--- config.mk ---
export PLATFORM = sky130hd
export DESIGN_NAME = fetch_pipe
export DESIGN_NICKNAME = d
export VERILOG_FILES = /design/src/rtl/ez8_pkg.sv /design/src/rtl/hazard_unit.sv /design/src/rtl/fetch_pipe.sv
export SDC_FILE = /design/constraint.sdc
export NUM_CORES = 1
export LEC_CHECK = 0
export ABC_AREA = 0
export BUFFER_PORTS_ARGS = -buffer_cell sky130_fd_sc_hd__buf_2
export CORE_ASPECT_RATIO = 0.7
export CORE_UTILIZATION = 46
export DETAILED_ROUTE_END_ITERATION = 7
export PLACE_DENSITY = 0.75
export SETUP_SLACK_MARGIN = 0.02
export SLEW_MARGIN = 40
export SYNTH_ARGS = -nofsm -noshare
export SYNTH_HDL_FRONTEND = slang
export SYNTH_SLANG_ARGS = --single-unit
--- constraint.sdc ---
create_clock -name clk -period 3.2 [get_ports clk]
set_clock_uncertainty 0.2 [all_clocks]
set_input_delay 0.64 -clock clk [delete_from_list [all_inputs] [get_ports clk]]
set_output_delay 0.64 -clock clk [all_outputs]
set_load 0.01 [all_outputs]
--- src/rtl/ez8_pkg.sv ---
// Shared constants for the ez8 front end: widths, instruction field
// positions, opcode values and kill-vector bit indices.
package ez8_pkg;

  localparam int PC_W    = 12;
  localparam int INSTR_W = 16;

  // Instruction layout: opcode | dst | srcA | srcB, each one nibble.
  localparam int FIELD_W  = 4;
  localparam int OP_LSB   = 12;
  localparam int DST_LSB  = 8;
  localparam int SRCA_LSB = 4;
  localparam int SRCB_LSB = 0;

  localparam logic [FIELD_W-1:0] OP_NOP    = 4'h0;
  localparam logic [FIELD_W-1:0] OP_MOV    = 4'h1;
  localparam logic [FIELD_W-1:0] OP_ADD    = 4'h2;
  localparam logic [FIELD_W-1:0] OP_SUB    = 4'h3;
  localparam logic [FIELD_W-1:0] OP_LOAD   = 4'hA;
  localparam logic [FIELD_W-1:0] OP_STORE  = 4'hB;
  localparam logic [FIELD_W-1:0] OP_BRANCH = 4'hC;
  localparam logic [FIELD_W-1:0] LOAD_OP   = OP_LOAD;

  // Bit positions inside the kill vector from the PC controller.
  localparam int KILL_F = 2;
  localparam int KILL_D = 1;
  localparam int KILL_E = 0;

endpackage

--- src/rtl/hazard_unit.sv ---
// Load-use hazard detector: flags a valid D-stage instruction that reads
// the destination register of a valid load sitting in E.
module hazard_unit #(
  parameter int               INSTR_W = ez8_pkg::INSTR_W,
  parameter logic [3:0]       LOAD_OP = ez8_pkg::LOAD_OP
) (
  input  logic [INSTR_W-1:0] dec_instr,
  input  logic               dec_valid,
  input  logic [INSTR_W-1:0] ex_instr,
  input  logic               ex_valid,
  output logic               hazard
);
  import ez8_pkg::*;

  logic ex_is_load;
  logic src_match;

  // Decode the E opcode and compare both D source fields with the E destination.
  always_comb begin
    ex_is_load = (ex_instr[OP_LSB +: FIELD_W] == LOAD_OP);
    src_match  = (dec_instr[SRCA_LSB +: FIELD_W] == ex_instr[DST_LSB +: FIELD_W]) ||
                 (dec_instr[SRCB_LSB +: FIELD_W] == ex_instr[DST_LSB +: FIELD_W]);
    hazard     = ex_valid && ex_is_load && dec_valid && src_match;
  end

endmodule

--- src/rtl/fetch_pipe.sv ---
// Front-end pipeline: drives the instruction ROM address from the PC,
// carries instructions through F, D and E registers with valid bits, and
// raises pause to the PC controller on a load-use hazard or external stall.
//
// Handshake: pause is a hold request. While pause=1 the PC controller keeps
// pc_in constant, F and D hold their data, and E is filled with a bubble.
// kill bits always gate the valid bit loaded at the next edge, paused or not.
module fetch_pipe #(
  parameter int         PC_W    = ez8_pkg::PC_W,
  parameter int         INSTR_W = ez8_pkg::INSTR_W,
  parameter logic [3:0] LOAD_OP = ez8_pkg::LOAD_OP
) (
  input  logic               clk,
  input  logic               reset,
  input  logic [PC_W-1:0]    pc_in,
  input  logic [2:0]         kill,
  input  logic               stall_req,
  output logic [PC_W-1:0]    imem_addr,
  input  logic [INSTR_W-1:0] imem_data,
  output logic               pause,
  output logic [INSTR_W-1:0] dec_instr,
  output logic [PC_W-1:0]    dec_pc,
  output logic               dec_valid,
  output logic [INSTR_W-1:0] ex_instr,
  output logic [PC_W-1:0]    ex_pc,
  output logic               ex_valid
);
  import ez8_pkg::*;

  logic [PC_W-1:0]    f_pc;
  logic               f_valid;
  logic [INSTR_W-1:0] f_hold;
  logic               f_hold_valid;
  logic [INSTR_W-1:0] f_instr;
  logic               hazard;

  // The ROM address follows the PC directly; the ROM supplies the latency.
  assign imem_addr = pc_in;
  assign pause     = hazard | stall_req;

  // The ROM registers its address every edge, so across a paused edge it
  // advances to the word after the one F owns (the held PC is already one
  // ahead). F therefore keeps its own copy of the word from the first paused
  // edge until the pipe moves again.
  assign f_instr = f_hold_valid ? f_hold : imem_data;

  hazard_unit #(
    .INSTR_W (INSTR_W),
    .LOAD_OP (LOAD_OP)
  ) u_hazard (
    .dec_instr (dec_instr),
    .dec_valid (dec_valid),
    .ex_instr  (ex_instr),
    .ex_valid  (ex_valid),
    .hazard    (hazard)
  );

  // F stage: capture PC every moving cycle, hold (and snapshot the ROM word) while paused.
  always_ff @(posedge clk or posedge reset) begin
    if (reset) begin
      f_pc         <= '0;
      f_valid      <= 1'b0;
      f_hold       <= '0;
      f_hold_valid <= 1'b0;
    end else if (pause) begin
      f_valid <= f_valid & ~kill[KILL_F];
      if (!f_hold_valid) begin
        f_hold       <= imem_data;
        f_hold_valid <= 1'b1;
      end
    end else begin
      f_pc         <= pc_in;
      f_valid      <= ~kill[KILL_F];
      f_hold_valid <= 1'b0;
    end
  end

  // D stage: take F when moving, hold data while paused; kill still clears valid.
  always_ff @(posedge clk or posedge reset) begin
    if (reset) begin
      dec_instr <= '0;
      dec_pc    <= '0;
      dec_valid <= 1'b0;
    end else if (pause) begin
      dec_valid <= dec_valid & ~kill[KILL_D];
    end else begin
      dec_instr <= f_instr;
      dec_pc    <= f_pc;
      dec_valid <= f_valid & ~kill[KILL_D];
    end
  end

  // E stage: take D when moving, load a zeroed bubble while paused.
  always_ff @(posedge clk or posedge reset) begin
    if (reset) begin
      ex_instr <= '0;
      ex_pc    <= '0;
      ex_valid <= 1'b0;
    end else if (pause) begin
      ex_instr <= '0;
      ex_pc    <= '0;
      ex_valid <= 1'b0;
    end else begin
      ex_instr <= dec_instr;
      ex_pc    <= dec_pc;
      ex_valid <= dec_valid & ~kill[KILL_E];
    end
  end

endmodule

==> results by group <==
Floorplanning
  – Count of boundary I/O pins: 105
  – Starting utilization of the core area: 48.6%
  – Overall die area: 8240 sq um
  – Chip height: 76.2 microns
  – Horizontal extent of the die: 108 microns
  – Core ar.: 7450 sq um
  – Site row count: 26

Timing
  – Number of max-slew violations in the final report: 0
  – Transition at the pin with the smallest max-transition slack: 633 ps
  – Final-layout worst hold slack: 149 ps
  – Final sum of negative setup slack: 0 ps
  – RSZ-0062 raised after global routing: false
  – Achievable frequency: 0.335 GHz
  – Post-route minimum period: 2990 ps
  – Final Setup Violations: 0
  – Part of the cycle the worst path needs: 93.4%
  – Number of hold violations in the final report: 0
  – Relative slew slack: 57.7%

Finish
  – Cell Count, Final, Fillers Out: 444
  – Util after Layout: 57.8%
  – Diode count: 0
  – Share of cells above drive strength 1: 54.3%
  – Area Overhead vs Synth: 18.9%
  – Nets: 375
  – Total of fill cells in the finished design: 638

Clock network
  – Max Root-Sink Buffers: 2
  – TritonCTS sink count: 88
  – Number of cells upsized or downsized after cts: 0
  – Num CTS Buffers: 9
  – Root Buffer Master: sky130_fd_sc_hd__clkbuf_8
  – Clock latency on the worst-skew pair: 350 ps
  – Clock transition at path regs: 80 ps
  – H-tree depth: 3
  – Setup fix buffers added after clock tree synthesis: 0
  – Hold-fix buffers at CTS: 0
  – CTS tree: yes

Synthesis
  – Netlist area before placement: 3620 sq um
  – Total number of yosys warnings: 0
  – Share of the yosys chip area belonging to registers: 60.8%
  – Number of flops mapped to enable cells by yosys: 0
  – Synthesized instance count: 247
  – Synth Net Count: 281
  – Share of flip-flops with an asynchronous set or reset: 100%
  – Cell type with the largest total area after synthesis: sky130_fd_sc_hd__dfrtp_1
  – Per-instance average area after synthesis: 14.7 sq um
  – Most common cell in the synthesized netlist: sky130_fd_sc_hd__dfrtp_1
  – Count of different cell masters after synthesis: 21
  – Commonest cells post-synth: sky130_fd_sc_hd__dfrtp_1, sky130_fd_sc_hd__mux2_2, sky130_fd_sc_hd__and3_1, sky130_fd_sc_hd__mux2_4, sky130_fd_sc_hd__a21oi_1
  – Area contributors post-synth: sky130_fd_sc_hd__dfrtp_1, sky130_fd_sc_hd__mux2_2, sky130_fd_sc_hd__mux2_4
  – FF+latch count, synth: 88
  – Top-area cell type share of the netlist area: 60.8%
  – Top FF cell, synth: sky130_fd_sc_hd__dfrtp_1

Power and ir drop
  – Largest voltage drop on the vdd net: 0.283 mV
  – Standby leakage power: 0.00222 uW
  – Pwr Total: 2520 uW
  – Total power density per cell area: 584 nW/um^2

Detailed routing
  – DRC marker count from the first detailed-route iteration: 72
  – Total via count after detailed routing: 2245
  – M1 wire length: 3420 microns
  – Total length of routed met3 wires: 354 microns
  – Sum of routed wire length over all layers: 7280 microns
  – Average wire per cell in the routed design: 16.4 microns
  – Met2 wire length: 3410 microns
  – Final routed DRC violation total: 0
  – Number of detailed-routing iterations run before antenna repair: 4
  – Vias per inst: 5.06
  – Antenna-violating nets left: 0
  – Top Metal Used: met4

Setup path
  – Start-to-end type of the worst setup path: flip-flop to output port
  – CP Data Arrival Time: 2150 ps
  – Critical path buffers and inverters: 2
  – Maximum single-stage delay on the critical path: 420 ps
  – Max FO, Critical Path: 25
  – Data required time at the worst endpoint: 2360 ps
  – Cells along the critical path: xor2_1, nor4_1, o2111ai_2, and2_1, clkinv_4, buf_2
  – Critical Path End Type: output port
  – Element type at the critical path start: flip-flop
  – Crit-path leading delay family: simple AND/OR/NAND/NOR gates
  – Library cell contributing the largest single delay on the critical path: sky130_fd_sc_hd__dfrtp_1

Outcome
  – Status: finished clean

Global routing
  – First-pass GRT wire length: 11800 microns
  – Total routing usage reported by global routing: 19.1%
  – GRT Residual Overflow: 0
  – Vias in the first global route: 2279
  – Maximum number of pins on one net before global-route repair: 41
  – Initial antenna violation count: 0

Placed design
  – # placed instances: 428
  – Dpl hpwl: 5260 microns
  – Count of input and output buffers: 104
  – Global placement routability congestion: 0.771

Run
  – Max cap viols: 0

Min path
  – Worst Hold Class: input port to async pin
-- path summary, 6_finish.rpt --
path | to | slack [ps] | startpoint | cells past startpoint
min in group clk | ex_valid | 250 | kill[0] | 2
max in group asynchronous | ex_instr[9] | 1850 | reset | 3
hold reg to reg | dec_pc[7] | 310 | f_pc[7] | 1
setup / recovery | pause | 210 | ex_instr[9] | 6
hold / removal | ex_pc[1] | 150 | reset | 2
setup reg to reg | f_hold[3] | 460 | ex_instr[9] | 7
-- report_power, final --
group / internal, uW / leakage (uW) / total [uW] / switching, uW
Combinational: 227 / 0.00105 / 425 / 198
Sequential: 1250 / 0.00106 / 1350 / 99.6
Clock: 378 / 0.000106 / 744 / 367
Total: 1850 / 0.00222 / 2520 / 664
-- placed cells by master (no fill, tap or decap), drive strengths merged --
master,synthesis,layout
buf,17,110
dfrtp,88,88
mux2,56,56
and3,29,29
a21oi,19,19
clkbuf,10,10
xor2,8,8
mux2i,8,8
clkinv,1,7
inv,3,2
nor4,2,2
nor4bb,1,1
o2111ai,1,1
and2,1,1
o21ba,1,1
nor3,1,1
nor2,1,1
bufinv,0,1
-- sequential cells by signal, indices dropped and copies added, names as in the netlist --
name / count
ex_valid: 1
dec_instr: 16
f_pc: 12
dec_pc: 12
ex_instr: 16
f_valid: 1
ex_pc: 12
f_hold: 16
f_hold_valid: 1
dec_valid: 1
-- through the flow --
stage	worst slack (ps)	area, sq um
finish	212	4310
global route	77.1	4310
CTS	170	4310
detailed placement	447	4110
global placement	549	4110
floorplan	81.4	3620
-- cell families after synthesis --
logic type                after synthesis  share of synthesized area [%]
buffers and inverters                  31                           6.11
AOI/OAI and AO/OA                      21                           3.42
DFF                                    88                           60.8
xor gates and xnor gates                8                           1.93
and+or+nand+nor                        35                           6.04
muxes                                  64                           21.7
-- metal layers --
| layer | vias up | global-route usage, % |
|---|---|---|
| met5 | - | 0 |
| met3 | 12 | 4.96 |
| met2 | 62 | 29.7 |
| li1 | 1037 | - |
| met1 | 1134 | 26.1 |
| met4 | 0 | 6.44 |
-- layout make-up --
type / instances / area, sq um / area share, %
clock buffer: 10 / 138 / 3.19
clock inverter: 6 / 58.8 / 1.37
inverter: 4 / 21.3 / 0.494
multi-input combinational: 128 / 1200 / 27.8
sequential: 88 / 2200 / 51.1
tap: 98 / 123 / 2.85
timing repair buffer: 110 / 566 / 13.1
No activity file was read; power rests on OpenSTA's default activity.
